$ cat src/rtl/word_store_unit_if.sv
// Store-request and MMU port A bundle of word_store_unit.
// slave is the store unit itself; master is the execute stage / MMU side.
interface word_store_unit_if #(
  parameter int ADDR_WIDTH = 32
);
  logic                  store_valid;
  logic                  store_ready;
  logic [ADDR_WIDTH-1:0] store_addr;
  logic [31:0]           store_data;
  logic [1:0]            store_size;
  logic                  store_done;
  logic                  store_misaligned;
  logic [ADDR_WIDTH-1:0] mem_addr;
  logic [7:0]            mem_data;
  logic                  mem_we;
  logic                  mem_request;
  logic                  mem_busy;

  modport slave (
    input  store_valid, store_addr, store_data, store_size, mem_busy,
    output store_ready, store_done, store_misaligned,
           mem_addr, mem_data, mem_we, mem_request
  );

  modport master (
    output store_valid, store_addr, store_data, store_size, mem_busy,
    input  store_ready, store_done, store_misaligned,
           mem_addr, mem_data, mem_we, mem_request
  );
endinterface

$ cat src/rtl/word_store_unit.sv
// Byte-serial big-endian sb/sh/sw store engine driving MMU port A, one byte per transaction.
// Define WORD_STORE_UNALIGNED_EN to accept half/word stores at any byte address.
module word_store_unit #(
  parameter int ADDR_WIDTH = 32
) (
  input logic              clk,
  input logic              reset,
  word_store_unit_if.slave bus
);

  typedef enum logic [2:0] {
    IDLE,
    ISSUE,
    WAIT,
    DONE,
    ERR
  } state_t;

  localparam logic [ADDR_WIDTH-1:0] AddrOne = ADDR_WIDTH'(1);

  state_t                state;
  state_t                nextState;
  logic [1:0]            byteIdx;
  logic [1:0]            lastIdx;
  logic [23:0]           pendingBytes;
  logic [ADDR_WIDTH-1:0] memAddr;
  logic [7:0]            memData;

  logic                  legal;
  logic [1:0]            reqLastIdx;
  logic [31:0]           reqAligned;
  logic                  storeReady;
  logic                  memRequest;
  logic                  storeDone;
  logic                  storeMisaligned;
  logic                  acceptStore;
  logic                  advanceByte;

  // Request decode: left-justify the stored bytes so byte 0 is always [31:24].
  // NOTE: every signal written in an always_comb gets a default first, so no path leaves it
  // unassigned and no latch is inferred.
  always_comb begin
    reqLastIdx = 2'd0;
    reqAligned = {bus.store_data[7:0], 24'd0};
    case (bus.store_size)
      2'd1: begin
        reqLastIdx = 2'd1;
        reqAligned = {bus.store_data[15:0], 16'd0};
      end
      2'd2: begin
        reqLastIdx = 2'd3;
        reqAligned = bus.store_data;
      end
      default: ;
    endcase
  end

  always_comb begin
    legal = 1'b0;
`ifdef WORD_STORE_UNALIGNED_EN
    legal = (bus.store_size != 2'd3);
`else
    case (bus.store_size)
      2'd0:    legal = 1'b1;
      2'd1:    legal = ~bus.store_addr[0];
      2'd2:    legal = (bus.store_addr[1:0] == 2'b00);
      default: legal = 1'b0;
    endcase
`endif
  end

  // State register.
  // NOTE: sequential state uses non-blocking assignments so every flop samples the
  // pre-edge values, independent of block ordering.
  always_ff @(posedge clk) begin
    if (!reset) begin
      state <= IDLE;
    end else begin
      state <= nextState;
    end
  end

  // Next state and state-decoded outputs; mem_busy only steers the next state.
  always_comb begin
    nextState       = state;
    storeReady      = 1'b0;
    memRequest      = 1'b0;
    storeDone       = 1'b0;
    storeMisaligned = 1'b0;
    acceptStore     = 1'b0;
    advanceByte     = 1'b0;
    case (state)
      IDLE: begin
        storeReady = 1'b1;
        if (bus.store_valid) begin
          acceptStore = legal;
          nextState   = legal ? ISSUE : ERR;
        end
      end
      ISSUE: begin
        memRequest = 1'b1;
        nextState  = WAIT;
      end
      WAIT: begin
        memRequest = 1'b1;
        if (!bus.mem_busy) begin
          if (byteIdx == lastIdx) begin
            nextState = DONE;
          end else begin
            advanceByte = 1'b1;
            nextState   = ISSUE;
          end
        end
      end
      DONE: begin
        storeDone = 1'b1;
        nextState = IDLE;
      end
      ERR: begin
        storeMisaligned = 1'b1;
        nextState       = IDLE;
      end
      default: nextState = IDLE;
    endcase
  end

  // Byte datapath: address/data move only on the edge that enters ISSUE.
  always_ff @(posedge clk) begin
    if (!reset) begin
      byteIdx      <= 2'd0;
      lastIdx      <= 2'd0;
      pendingBytes <= 24'd0;
      memAddr      <= '0;
      memData      <= 8'd0;
    end else if (acceptStore) begin
      byteIdx      <= 2'd0;
      lastIdx      <= reqLastIdx;
      memAddr      <= bus.store_addr;
      memData      <= reqAligned[31:24];
      pendingBytes <= reqAligned[23:0];
    end else if (advanceByte) begin
      byteIdx      <= byteIdx + 2'd1;
      memAddr      <= memAddr + AddrOne;
      memData      <= pendingBytes[23:16];
      pendingBytes <= {pendingBytes[15:0], 8'd0};
    end
  end

  assign bus.store_ready      = storeReady;
  assign bus.store_done       = storeDone;
  assign bus.store_misaligned = storeMisaligned;
  assign bus.mem_request      = memRequest;
  assign bus.mem_we           = memRequest;
  assign bus.mem_addr         = memAddr;
  assign bus.mem_data         = memData;

endmodule

$ cat src/flat_wrapper.sv
// flat-port wrapper written by rule: the top's interface ports become plain ports
module word_store_unit_flat 
#(
  parameter int ADDR_WIDTH = 32
)
  (clk, reset, bus_store_valid, bus_store_addr, bus_store_data, bus_store_size, bus_mem_busy, bus_store_ready, bus_store_done, bus_store_misaligned, bus_mem_addr, bus_mem_data, bus_mem_we, bus_mem_request);
  word_store_unit_if #(.ADDR_WIDTH(ADDR_WIDTH)) bus_i ();
  input logic clk;
  input logic reset;
  input wire logic [$bits(bus_i.store_valid)-1:0] bus_store_valid;
  input wire logic [$bits(bus_i.store_addr)-1:0] bus_store_addr;
  input wire logic [$bits(bus_i.store_data)-1:0] bus_store_data;
  input wire logic [$bits(bus_i.store_size)-1:0] bus_store_size;
  input wire logic [$bits(bus_i.mem_busy)-1:0] bus_mem_busy;
  output wire logic [$bits(bus_i.store_ready)-1:0] bus_store_ready;
  output wire logic [$bits(bus_i.store_done)-1:0] bus_store_done;
  output wire logic [$bits(bus_i.store_misaligned)-1:0] bus_store_misaligned;
  output wire logic [$bits(bus_i.mem_addr)-1:0] bus_mem_addr;
  output wire logic [$bits(bus_i.mem_data)-1:0] bus_mem_data;
  output wire logic [$bits(bus_i.mem_we)-1:0] bus_mem_we;
  output wire logic [$bits(bus_i.mem_request)-1:0] bus_mem_request;
  assign bus_i.store_valid = bus_store_valid;
  assign bus_i.store_addr = bus_store_addr;
  assign bus_i.store_data = bus_store_data;
  assign bus_i.store_size = bus_store_size;
  assign bus_i.mem_busy = bus_mem_busy;
  assign bus_store_ready = bus_i.store_ready;
  assign bus_store_done = bus_i.store_done;
  assign bus_store_misaligned = bus_i.store_misaligned;
  assign bus_mem_addr = bus_i.mem_addr;
  assign bus_mem_data = bus_i.mem_data;
  assign bus_mem_we = bus_i.mem_we;
  assign bus_mem_request = bus_i.mem_request;
  word_store_unit #(.ADDR_WIDTH(ADDR_WIDTH)) u_core (.clk(clk), .reset(reset), .bus(bus_i));
endmodule
$ cat config.mk
export PLATFORM = sky130hd
export DESIGN_NAME = word_store_unit_flat
export DESIGN_NICKNAME = d
export VERILOG_FILES = /design/src/rtl/word_store_unit_if.sv /design/src/rtl/word_store_unit.sv /design/src/flat_wrapper.sv
export SDC_FILE = /design/constraint.sdc
export NUM_CORES = 1
export LEC_CHECK = 0
export BUFFER_PORTS_ARGS = -buffer_cell sky130_fd_sc_hd__clkbuf_2
export CAP_MARGIN = 20
export CORE_ASPECT_RATIO = 1.2
export CORE_MARGIN = 10
export CORE_UTILIZATION = 51
export CTS_CLUSTER_DIAMETER = 200
export DETAILED_ROUTE_END_ITERATION = 10
export PLACE_DENSITY = 0.85
export REMOVE_ABC_BUFFERS = 1
export SETUP_SLACK_MARGIN = 0.5
export SKIP_CTS_REPAIR_TIMING = 1
export SLEW_MARGIN = 40
export SYNTH_ARGS = -nofsm -noshare
export SYNTH_HDL_FRONTEND = slang
export SYNTH_SLANG_ARGS = --single-unit
$ cat constraint.sdc
create_clock -name clk -period 3 [get_ports clk]
set_clock_uncertainty 0.2 [all_clocks]
set_input_delay 0.6 -clock clk [delete_from_list [all_inputs] [get_ports clk]]
set_output_delay 0.6 -clock clk [all_outputs]
set_load 0.005 [all_outputs]
==> results.json <==
{
  "rrSetupSlack_ps": 670,
  "synth_top_area_share_pct": 38.3,
  "drive_gt1_share_pct": 26.8,
  "fin_crit_ps": 2390,
  "r2r-end": "u_core.bus.mem_addr[31]",
  "cp_max_fo": 28,
  "clk_pin_slew_worst_paths_ps": 80,
  "cts_buffer_depth": 2,
  "path_buf_inv": 3,
  "fp-row-count": 34,
  "pin_count": 115,
  "numCtsBuffers": 9,
  "cap_violations": 0,
  "grt_pass1_vias": 3970,
  "powerDensity_mw_per_mm2": 472,
  "async_reset_ff_share_pct": 0,
  "whs_path_depth": 3,
  "first_iter_violations": 212,
  "design_area_mm2": 0.00458,
  "dieWidth_um": 97.8,
  "grt_overflow_total": 0,
  "start_kind": "input pin",
  "max_stage_delay_ps": 520,
  "endpoint_kind": "register",
  "viasPerCell": 5.97,
  "die-height_um": 113,
  "yosysWarningCount": 0,
  "synth_cell_types": 46,
  "vias": 3905,
  "max-slew-margin-rel_pct": 59.1,
  "hold_viol_final": 0,
  "regToRegStartpoint": "u_core.bus.mem_addr[6]",
  "routed_wl_mm": 11.0,
  "synthesis.area_mm2": 0.00371,
  "fillCellCount": 632,
  "antenna_cells": 0,
  "h-tree-depth": 3,
  "grt.total_usage_pct": 19.3,
  "syn_inst": 461,
  "clockRootBuffer": "clkbuf_8",
  "r2r_cells": 5,
  "die_area_mm2": 0.0111,
  "placed_cells": 638,
  "gp_congestion": 0.815,
  "syn_area_per_cell_um2": 8.04,
  "yosysTopAreaCell": "dfxtp_1",
  "ys_ff_latch": 71,
  "path_cells": "clkbuf_2 -> inv_1 -> ha_1 -> nor2_1 -> a2111o_1 -> o31a_4 -> buf_12 -> a32oi_1 -> a21oi_1",
  "fmax_mhz": 418,
  "irDropWorstVdd_mv": 0.306,
  "port_buffers": 114,
  "report.final.setup_viol": 0,
  "area_growth_pct": 23.6,
  "status": "finished clean",
  "hp-start": "bus_store_addr[22]",
  "crit_slowest_cell": "a2111o_1",
  "path_class": "input pin to register",
  "rsz0062_at_grt": "false",
  "worst_slew_pin_slew_ps": 611,
  "min_path_type": "input pin to register",
  "floorplan.initialDensity_pct": 51.9,
  "clock_sinks": 71,
  "synthTopCellsByArea": "dfxtp_1, a21oi_1, nand2_1, a32oi_1, a22oi_1",
  "grt_antenna_before_repair": 1,
  "postPlaceCellArea_mm2": 0.00434,
  "fin_util_pct": 64.1,
  "grt_max_degree": 50,
  "synth_flop_cell": "dfxtp_1",
  "synth_most_common_cell": "dfxtp_1",
  "grt_pass1_wl_mm": 18.5,
  "synth_edf_count": 0,
  "cpLargestDelayFamily": "compound AO/OA/AOI/OAI gates",
  "setup_tns_ps": 0,
  "clock_latency_ps": 350,
  "first_pass_iters": 4,
  "crit_arrival_ps": 2400,
  "drc": 0,
  "fin_nets": 635,
  "fp.coreArea_mm2": 0.00715,
  "maxSlewViolCount": 0,
  "drt-wirelength-per-cell_um": 16.9,
  "total_leakage_power_nw": 1.87,
  "min_to": "u_core.bus.mem_addr[22]",
  "instances_no_fill": 654,
  "antenna_left": 0,
  "worstPathRequired_ps": 3010,
  "hpwlAfterDp_mm": 7.93,
  "ys_seq_area_share_pct": 38.3,
  "synth_common_cells": "dfxtp_1, nand2_1, a21oi_1, nor2_1, a32oi_1",
  "period_share_pct": 79.7,
  "cts_tree": "yes"
}
cells by family after synthesis:
family,count (synthesis),share of synthesized area [%]
compound gates,151,26.5
flops,71,38.3
simple gates,168,22.9
fa+ha+maj,6,2.02
xor+xnor,21,4.96
buf+inv,44,5.26
per-stage QoR:
stage          setup WS (ps)  total power [mW]  hold WS [ps]
5_1_grt                  509              2.25           260
4_1_cts                  569              2.17           245
2_1_floorplan          -1050              1.17           232
3_5_place_dp             206              1.32           250
6_report                 608              2.16           249
3_3_place_gp             284              1.31           238
final cells by class:
| cell class | count | area, um2 | area share, % |
|---|---|---|---|
| clock buffers | 10 | 138 | 3.00 |
| clock inverters | 6 | 83.8 | 1.83 |
| inverters | 5 | 18.8 | 0.410 |
| multi-input cells | 346 | 2120 | 46.3 |
| flip-flops and latches | 71 | 1420 | 31.0 |
| well taps | 90 | 113 | 2.46 |
| repair buffers | 126 | 686 | 15.0 |
cells in the final DEF (no fill, tap or decap), drive strengths merged, types with 2 or more instances in the layout:
| cell | n |
|---|---|
| a211oi | 3 |
| a21oi | 55 |
| a22o | 8 |
| a22oi | 17 |
| a2bb2oi | 5 |
| a31oi | 5 |
| a32oi | 21 |
| and2 | 4 |
| and3 | 11 |
| and4 | 6 |
| buf | 12 |
| bufinv | 2 |
| clkbuf | 124 |
| clkinv | 5 |
| dfxtp | 71 |
| ha | 6 |
| inv | 4 |
| nand2 | 64 |
| nand2b | 5 |
| nand3 | 14 |
| nand4 | 13 |
| nor2 | 26 |
| nor3 | 7 |
| nor4 | 8 |
| o211ai | 2 |
| o21a | 2 |
| o21ai | 26 |
| o31a | 2 |
| or3 | 6 |
| xnor2 | 8 |
| xor2 | 13 |
power breakdown:
part | internal, mW | switching (mW)
logic | 0.130 | 0.153
clock network | 0.488 | 0.369
registers | 0.978 | 0.0423
total | 1.60 | 0.564
metal layers:
layer  part of all wire [%]  GRT usage [%]  up-vias
li1                       -              -     1895
met1                     41           23.2     1833
met2                     49           31.5      165
met3                    9.1           5.93       12
met4                    1.3           7.38        0
met5                      0              0        -
worst max path at each step:
stage               cells past startpoint                       to              startpoint
global placement                        8  u_core.bus.mem_addr[29]       bus_store_size[0]
finish                                  9  u_core.pendingBytes[17]       bus_store_size[0]
global route                            5  u_core.bus.mem_addr[31]  u_core.bus.mem_addr[5]
floorplan                               7  u_core.bus.mem_addr[15]       bus_store_size[0]
CTS                                     8  u_core.bus.mem_addr[25]       bus_store_size[0]
detailed placement                      8  u_core.bus.mem_addr[25]       bus_store_size[0]
state kept, by name, indices dropped and copies added (netlist names):
signal and count:
u_core.bus.mem_addr 32, u_core.pendingBytes 24, u_core.bus.mem_data 8, u_core.state 3, u_core.byteIdx 2, u_core.lastIdx 2
worst min-delay path: stages:
cell and delay (ps):
clkbuf_2 80, nand2_1 40, o21ai_0 60
No activity file was read; power rests on OpenSTA's default activity.
